$ cat src/rtl/host_uart_pkg.sv
// Shared constants for the host UART framing path: SOF default,
// frame width, FSM state codes and error-bit indices.
package host_uart_pkg;

  localparam logic [7:0] SOF_DEFAULT = 8'h7E;
  localparam int MAX_FRAME_BITS = 1024;
  localparam int MAX_FRAME_BYTES = MAX_FRAME_BITS / 8;

  localparam logic [2:0] S_IDLE = 3'd0;
  localparam logic [2:0] S_LEN = 3'd1;
  localparam logic [2:0] S_PAYLOAD = 3'd2;
  localparam logic [2:0] S_CSUM = 3'd3;
  localparam logic [2:0] S_ISSUE = 3'd4;
  localparam logic [2:0] S_WAIT_DONE = 3'd5;

  localparam int ERR_LEN = 0;
  localparam int ERR_TIMEOUT = 1;
  localparam int ERR_OVERRUN = 2;
  localparam int ERR_CSUM = 3;
  localparam int ERR_W = 4;

endpackage

$ cat src/rtl/host_uart_frame_timeout.sv
// Inter-byte idle counter: clear restarts it, enable lets it count,
// expire fires on the cycle the count sits at TIMEOUT_CYCLES-1.
// Ports: clk, reset (async low), clear, enable -> expire.
module host_uart_frame_timeout #(
  parameter int TIMEOUT_CYCLES = 100000
) (
  input  logic clk,
  input  logic reset,
  input  logic clear,
  input  logic enable,
  output logic expire
);

  localparam int CW = $clog2(TIMEOUT_CYCLES + 1);
  localparam logic [CW-1:0] LAST = CW'(TIMEOUT_CYCLES - 1);

  logic [CW-1:0] cnt;

  // clear has priority, so a byte in the expiry cycle wins
  assign expire = enable & ~clear & (cnt == LAST);

  always_ff @(posedge clk or negedge reset) begin
    if (!reset) begin
      cnt <= '0;
    end else if (clear || expire) begin
      cnt <= '0;
    end else if (enable) begin
      cnt <= cnt + CW'(1);
    end
  end

endmodule

$ cat src/rtl/host_uart_frame_asm.sv
// Assembles SOF/length-prefixed UART bytes into a 1024-bit frame for
// the command decoder; start pulse, hold until dec_done, error pulses.
// Ports: clk, reset (async low), rx_data/rx_valid, dec_done in;
// frame_data/frame_len/frame_start, busy, err_* out.
// Macro HOST_FRAME_CSUM_EN adds a trailing XOR checksum byte.
module host_uart_frame_asm
  import host_uart_pkg::*;
#(
  parameter int MAX_BYTES = 128,
  parameter logic [7:0] SOF_BYTE = SOF_DEFAULT,
  parameter int TIMEOUT_CYCLES = 100000
) (
  input  logic                      clk,
  input  logic                      reset,
  input  logic [7:0]                rx_data,
  input  logic                      rx_valid,
  input  logic                      dec_done,
  output logic [MAX_FRAME_BITS-1:0] frame_data,
  output logic [7:0]                frame_len,
  output logic                      frame_start,
  output logic                      busy,
  output logic                      err_len,
  output logic                      err_timeout,
  output logic                      err_overrun,
  output logic                      err_csum
);

  localparam logic [7:0] MAXB = 8'(MAX_BYTES);

  logic [2:0] state;
  logic [6:0] idx;
  logic [ERR_W-1:0] err_q;
  logic active;
  logic expire;
  logic last;
  logic held;

`ifdef HOST_FRAME_CSUM_EN
  logic [7:0] csum;
`endif

  assign active = (state == S_LEN) || (state == S_PAYLOAD)
               || (state == S_CSUM);
  assign held = (state == S_ISSUE) || (state == S_WAIT_DONE);
  assign last = ({1'b0, idx} == frame_len - 8'd1);

  assign frame_start = (state == S_ISSUE);
  assign busy = (state != S_IDLE);
  assign err_len = err_q[ERR_LEN];
  assign err_timeout = err_q[ERR_TIMEOUT];
  assign err_overrun = err_q[ERR_OVERRUN];
`ifdef HOST_FRAME_CSUM_EN
  assign err_csum = err_q[ERR_CSUM];
`else
  assign err_csum = 1'b0;
`endif

  // any byte, or being outside a frame, restarts the idle count
  host_uart_frame_timeout #(
    .TIMEOUT_CYCLES(TIMEOUT_CYCLES)
  ) u_tmo (
    .clk(clk),
    .reset(reset),
    .clear(rx_valid | ~active),
    .enable(active),
    .expire(expire)
  );

  always_ff @(posedge clk or negedge reset) begin
    if (!reset) begin
      state <= S_IDLE;
      idx <= '0;
      err_q <= '0;
      frame_data <= '0;
      frame_len <= '0;
`ifdef HOST_FRAME_CSUM_EN
      csum <= '0;
`endif
    end else begin
      err_q <= '0;
      if (rx_valid && held) err_q[ERR_OVERRUN] <= 1'b1;
      case (state)
        S_IDLE: begin
          if (rx_valid && rx_data == SOF_BYTE) begin
            frame_data <= '0;
            state <= S_LEN;
          end
        end
        S_LEN: begin
          if (rx_valid) begin
            if (rx_data == 8'd0 || rx_data > MAXB) begin
              err_q[ERR_LEN] <= 1'b1;
              state <= S_IDLE;
            end else begin
              frame_len <= rx_data;
              idx <= '0;
`ifdef HOST_FRAME_CSUM_EN
              csum <= rx_data;
`endif
              state <= S_PAYLOAD;
            end
          end else if (expire) begin
            err_q[ERR_TIMEOUT] <= 1'b1;
            state <= S_IDLE;
          end
        end
        S_PAYLOAD: begin
          if (rx_valid) begin
            frame_data[{idx, 3'b000} +: 8] <= rx_data;
            idx <= idx + 7'd1;
`ifdef HOST_FRAME_CSUM_EN
            csum <= csum ^ rx_data;
            if (last) state <= S_CSUM;
`else
            if (last) state <= S_ISSUE;
`endif
          end else if (expire) begin
            err_q[ERR_TIMEOUT] <= 1'b1;
            state <= S_IDLE;
          end
        end
`ifdef HOST_FRAME_CSUM_EN
        S_CSUM: begin
          if (rx_valid) begin
            if (rx_data == csum) begin
              state <= S_ISSUE;
            end else begin
              err_q[ERR_CSUM] <= 1'b1;
              state <= S_IDLE;
            end
          end else if (expire) begin
            err_q[ERR_TIMEOUT] <= 1'b1;
            state <= S_IDLE;
          end
        end
`endif
        S_ISSUE: begin
          state <= S_WAIT_DONE;
        end
        S_WAIT_DONE: begin
          if (dec_done) state <= S_IDLE;
        end
        default: begin
          state <= S_IDLE;
        end
      endcase
    end
  end

endmodule

$ cat config.mk
export PLATFORM = sky130hd
export DESIGN_NAME = host_uart_frame_asm
export DESIGN_NICKNAME = d
export VERILOG_FILES = /design/src/rtl/host_uart_pkg.sv /design/src/rtl/host_uart_frame_timeout.sv /design/src/rtl/host_uart_frame_asm.sv
export SDC_FILE = /design/constraint.sdc
export NUM_CORES = 2
export LEC_CHECK = 0
export BUFFER_PORTS_ARGS = -buffer_cell sky130_fd_sc_hd__buf_2
export CORE_AREA = 5 5 400 402
export CTS_CLUSTER_DIAMETER = 80
export DETAILED_ROUTE_END_ITERATION = 8
export DIE_AREA = 0 0 405 407
export HOLD_SLACK_MARGIN = 0.03
export PLACE_DENSITY = 0.44
export SLEW_MARGIN = 15
export SYNTH_ARGS = -nofsm -noshare
export SYNTH_HDL_FRONTEND = slang
export SYNTH_HIERARCHICAL = 1
export SYNTH_SLANG_ARGS = --single-unit
$ cat constraint.sdc
create_clock -name clk -period 8.3 [get_ports clk]
set_input_delay 0.83 -clock clk [delete_from_list [all_inputs] [get_ports clk]]
set_output_delay 0.83 -clock clk [all_outputs]
set_load 0.005 [all_outputs]
# ---- After elaboration in Yosys (flattened, before gate mapping)
# Index checks and enable logic that the tools add are counted.
dict set report op_classes {
  mul 0
  add_sub_neg 4
  order_cmp 1
  bitwise_logic 6
  n_reduce_logical 18
  mux 25
  n_div 0
  eq_ne 14
  shifts 2
}
# op n
set ops {}
lappend ops {{$mux 1024} 2}
lappend ops {{$pmux 1024 s2} 1}
lappend ops {{$bwmux 1024} 1}
lappend ops {{$shift 8x12->1024 const A} 1}
lappend ops {{$shiftx 8x12->1024} 1}
lappend ops {{$mux 17} 2}
lappend ops {{$mux 7} 3}
lappend ops {{$mux 3} 6}
lappend ops {{$add 17x1->17 const B} 1}
lappend ops {{$eq 17x17->1 const B} 1}
lappend ops {{$pmux 3 s5} 1}
lappend ops {{$pmux 7 s2} 1}
lappend ops {{$neg 10->12} 1}
lappend ops {{$ne 2x2->1 const B} 5}
lappend ops {{$reduce_and 3->1} 3}
lappend ops {{$eq 7x8->1} 1}
lappend ops {{$eq 8x7->1 const B} 1}
lappend ops {{$gt 8x8->1 const B} 1}
lappend ops {{$logic_not 8->1} 1}
lappend ops {{$sub 8x1->8 const B} 1}
lappend ops {{$add 7x1->7 const B} 1}
lappend ops {{$mux 1} 7}
lappend ops {{$eq 3x2->1 const B} 2}
lappend ops {{$eq 3x3->1 const B} 2}
lappend ops {{other kinds (13)} 23}
dict set report totals {
  inputBits 12
  latch_bits 0
  ff_bits 1062
  wordCells 76
  ramBits 0
  mem_bits_ro 0
  output_inout_bits 1038
  n_memories 0
}

# ---- Logic depth before layout (Yosys ltp)
dict set report logic_depth {
  word_depth 11
  ltp_mapped 14
  mapped_depth_nobuf 8
}

# ---- Hierarchy
# Netlist, hierarchy kept.
# mod area_per_inst_um2 cells_each seq_area_each_um2 instances
set by_module_without_submodules {}
lappend by_module_without_submodules {host_uart_frame_asm 40084.7 3090 26150.1 1}
lappend by_module_without_submodules {host_uart_frame_timeout 909.6 91 425.4 1}

# ---- Worst setup path before layout
# Ideal clock, no wire load.
dict set report synth_path {
  path_type {register -> register}
  from {register idx[0]}
  to {register frame_data[544]}
  n_path_buf 4
  t_arrival_ns 3.206
  t_required_ns 8.170
  setup_slack_ns 4.964
  synth_period_minus_slack_ns 3.336
  setup_ns 0.130
  path_stages_with_launch 13
  path_cell_list {dfrtp_1 buf_2 clkbuf_1 inv_1 ha_1 nor2b_1 a2111oi_1 or2_2 clkbuf_1 nand4_1 a21o_1 clkbuf_1 o2bb2ai_1}
}
dict set report synth_between {
  elab_chain_len 5
  elab_cells_between_ends 6
  cone_classes {add/sub (1); shift (2); mux (3)}
}
# element line_no
set synth_lines {}
lappend synth_lines {{from (decl)} host_uart_frame_asm.sv:31} ;# logic [6:0] idx;
lappend synth_lines {{from (signal assigned)} host_uart_frame_asm.sv:110} ;# idx <= idx + 7'd1;
lappend synth_lines {{$neg 10->12 *} host_uart_frame_asm.sv:109} ;# frame_data[{idx, 3'b000} +: 8] <= rx_data;
lappend synth_lines {{$shiftx 8x12->1024 or $shift 8x12->1024 (tied branches)} host_uart_frame_asm.sv:109}
lappend synth_lines {{$bwmux 1024 *} host_uart_frame_asm.sv:109}
lappend synth_lines {{$mux 1024 *} host_uart_frame_asm.sv:108} ;# if (rx_valid) begin
lappend synth_lines {{$pmux 1024 s2 *} host_uart_frame_asm.sv:82} ;# case (state)
lappend synth_lines {{to (signal, indexed assignment)} host_uart_frame_asm.sv:109}
lappend synth_lines {{to (decl)} host_uart_frame_asm.sv:18} ;# output logic [MAX_FRAME_BITS-1:0] frame_data,
# Mark *: on every way between the ends. The rest lies on a longest branch, timed or not. The select of a mux whose other input is x is not followed.
# A chain may end at the register's enable or synchronous reset.

# ---- Final worst setup path
dict set report layout_path {
  from {register idx[0]}
  to {register frame_data[145]}
}
# Same word-level chain as after synthesis.

==> impl_metrics.yaml <==
outcome:
  status: "completed"
critical_path:
  cp_common_cell: "nor2_4"
  r2r-start: "idx[0]"
  rr_worst_depth: 9
  crit_path_cell_trace: "inv_1 > ha_1 > or3b_2 > a311oi_1 > nor2_4 > buf_4 > nor2_4 > nand2_1 > o2bb2ai_1"
  crit_fanout: 26
  worstSetupEndpointType: "register"
  cp.required_ns: 8.96
  slowest_stage: "nor2_4"
  r2r_end: "frame_data[145]"
  cp-startpoint: "idx[0]"
  crit_path_max_incr_delay_ns: 0.93
  cp.arrival_ns: 5.65
  critical_path_class: "reg -> reg"
  start_kind: "register"
  r2r_slack_ns: 3.31
clock_tree:
  post-cts-setup-buffers: 0
  clock_path_buffers: 3
  htreeDepth: 4
  cts_tree: "built"
  cts_buffers: 132
  cts_root_buf: "clkbuf_16"
  cts_resized: 0
  clkLatencyLatePin_ns: 0.76
  cts_hold_buf: 0
  cts_sinks: 1062
  cts.reportedPaths.clkPinSlew_ns: 0.06
pwr:
  combPwrFrac_pct: 22.7
  ir_drop_uv: 219
  clkPwrFrac_pct: 40.1
  leakagePower_nw: 26.2
  p_per_area_mw_per_mm2: 275
  power_switching_mw: 5.30
  sw_frac_of_total_pct: 36.3
  pwr-share-seq_pct: 37.2
  p_int_mw: 9.30
sta:
  hold_viol: 0
  worstMarginPinSlew_ns: 1.19
  slew_headroom_pct: 21.0
  slew_violations: 0
  skew_ns: 0.0206
  finalCritPeriodShare_pct: 60.1
  fmax_mhz: 200
  min_period_ns: 4.99
  rsz0062_at_grt: "no"
  hold_slack_ns: 0.117
  setup_tns_ns: 0
  setup_viol: 0
synthesis:
  synth_area_leader_cell: "dfrtp_1"
  syn_avg_cell_area_um2: 12.9
  synthFlopType: "dfrtp_1"
  yosysSeqAreaShare_pct: 64.8
  synthTopCellsByArea: "dfrtp_1 (65%), o2bb2ai_1 (12%), a22o_1 (6.0%)"
  synth_seq_cells: 1062
  yosysTopAreaCellShare_pct: 64.8
  synth_area_mm2: 0.0410
  synthCells: 3181
  synth_nets: 3200
  async_reset_ff_share_pct: 100
  synthDistinctLibCells: 68
  synth-edff-count: 0
  yosysWarnings: 6
worst_hold_path:
  hold_path.class: "in -> async"
die:
  core-area_mm2: 0.156
  die_h_um: 407
  die-area_mm2: 0.165
  io_pins: 1050
  fp-row-count: 145
  initial_core_util_pct: 26.3
  dieWidth_um: 405
grt:
  track_usage_pct: 27.0
  grt_pass1_vias: 34700
  grt_pass1_wl_mm: 310
  grt_max_degree: 170
  antenna_found_initial: 11
  overflow: 0
route:
  vias: 34200
  route.top_layer_used: "met5"
  wl_met2_mm: 108
  routed_wl_mm: 230
  wl_met3_mm: 19.4
  route.detailed.drc: 0
  drtAntennaViolNets: 0
  drt_iter0_markers: 2703
  detail_route.wl_per_cell_um: 36.2
  wl_met1_mm: 93.1
  routed_via_density: 5.37
  dr.pass1.iters: 5
final_layout:
  nets: 4212
  drive_gt1_share_pct: 32.7
  fin_cells: 6359
  n_fill_cell: 15800
  areaGrowthSynthToFinish_pct: 29.6
placed_design:
  dp_hpwl_mm: 168
  io_buffers: 1048
  gp_congestion: 0.834
  dp_cells: 6116
run:
  cap_violations: 0
[logic make-up after synthesis]
family | synth area share, %
other | 0.00915
and+or+nand+nor | 6.87
DFF | 64.8
adders and majority gates | 0.214
buffers and inverters | 2.65
AOI/OAI and AO/OA | 24.5
xor gates and xnor gates | 0.641
muxes | 0.244
[cell usage after synthesis, drive strengths merged, types with 13 or more instances]
| library cell | count |
|---|---|
| inv | 18 |
| o31ai | 25 |
| nand3 | 74 |
| and2 | 18 |
| nor3 | 38 |
| clkbuf | 204 |
| a21o | 28 |
| a32o | 127 |
| buf | 45 |
| a22o | 281 |
| xnor2 | 20 |
| o21ai | 134 |
| nand2 | 229 |
| nor2 | 142 |
| a21oi | 13 |
| o2bb2ai | 569 |
| dfrtp | 1062 |
| or3 | 23 |
[layout make-up]
cell class                 instances  area [um^2]  area share, %
timing repair buffer            1127         5910           11.1
inverter                          18         67.6          0.127
clock inverter                    44          541           1.02
tap                             2058         2570           4.85
clock buffer                     193         3840           7.24
multi-input combinational       1852        13600           25.6
antenna                            5         12.5         0.0235
sequential                      1062        26600           50.0
[power by group through the flow]
stage               logic, mW  registers (mW)  clock network [mW]
floorplan                1.53            5.45                   0
global placement         3.33            5.52                   0
detailed placement       3.35            5.52                   0
CTS                      3.35            5.43                5.97
global route             3.49            5.45                6.16
finish                   3.32            5.43                5.85
[critical path: cells and delay by family (launching register included)]
family / cells / cell delay, ns
simple gates: 4 / 2.09
compound gates: 2 / 0.95
flops: 1 / 0.65
fa+ha+maj: 1 / 0.51
buf+inv: 2 / 0.69
[layer usage]
metal / vias to the layer above / global-route usage [%]
li1: 14300 / -
met1: 18100 / 33.6
met2: 1479 / 43.8
met3: 339 / 8.83
met4: 2 / 9.91
met5: - / 0
[how the worst max path moves through the flow]
stage	end	slack, ns	cells after the start
floorplan	frame_data[544]	4.96	12
global placement	frame_data[517]	3.37	9
detailed placement	frame_data[513]	3.31	9
CTS	frame_data[145]	3.33	9
global route	frame_data[147]	3.14	9
finish	frame_data[145]	3.31	9
[cell usage in the layout, fill, tap and decap left out, types with 13 or more instances in the layout]
cell       instances
buf_4             74
nor2_1           128
clkbuf_1          32
and2_1            14
o21ai_0          103
xnor2_1           20
o21ai_1           29
a32o_1           127
inv_1             18
a22o_1           281
a21o_1            28
clkinv_2          16
dfrtp_1         1062
o31ai_1           21
nor3_1            35
nand2_1          219
clkbuf_16        134
nor2_4            13
or3_1             23
nand3_1           73
buf_2           1047
clkbuf_8          27
o2bb2ai_1        569
[per-stage QoR]
stage	worst slack (ns)	total power, mW	instance area, um^2	utilization, %
global placement	3.37	8.85	48700	31.3
detailed placement	3.31	8.87	48700	31.3
floorplan	4.96	6.97	41000	-
finish	3.31	14.6	53100	34.1
CTS	3.33	14.8	53100	34.1
global route	3.14	15.1	53100	34.1
[flip-flops by register name, indices dropped and copies added, names as in the netlist]
| signal | count |
|---|---|
| err_q | 3 |
| frame_len | 8 |
| u_tmo/cnt | 17 |
| frame_data | 1024 |
| state | 3 |
| idx | 7 |
No activity file was read; power rests on OpenSTA's default activity.
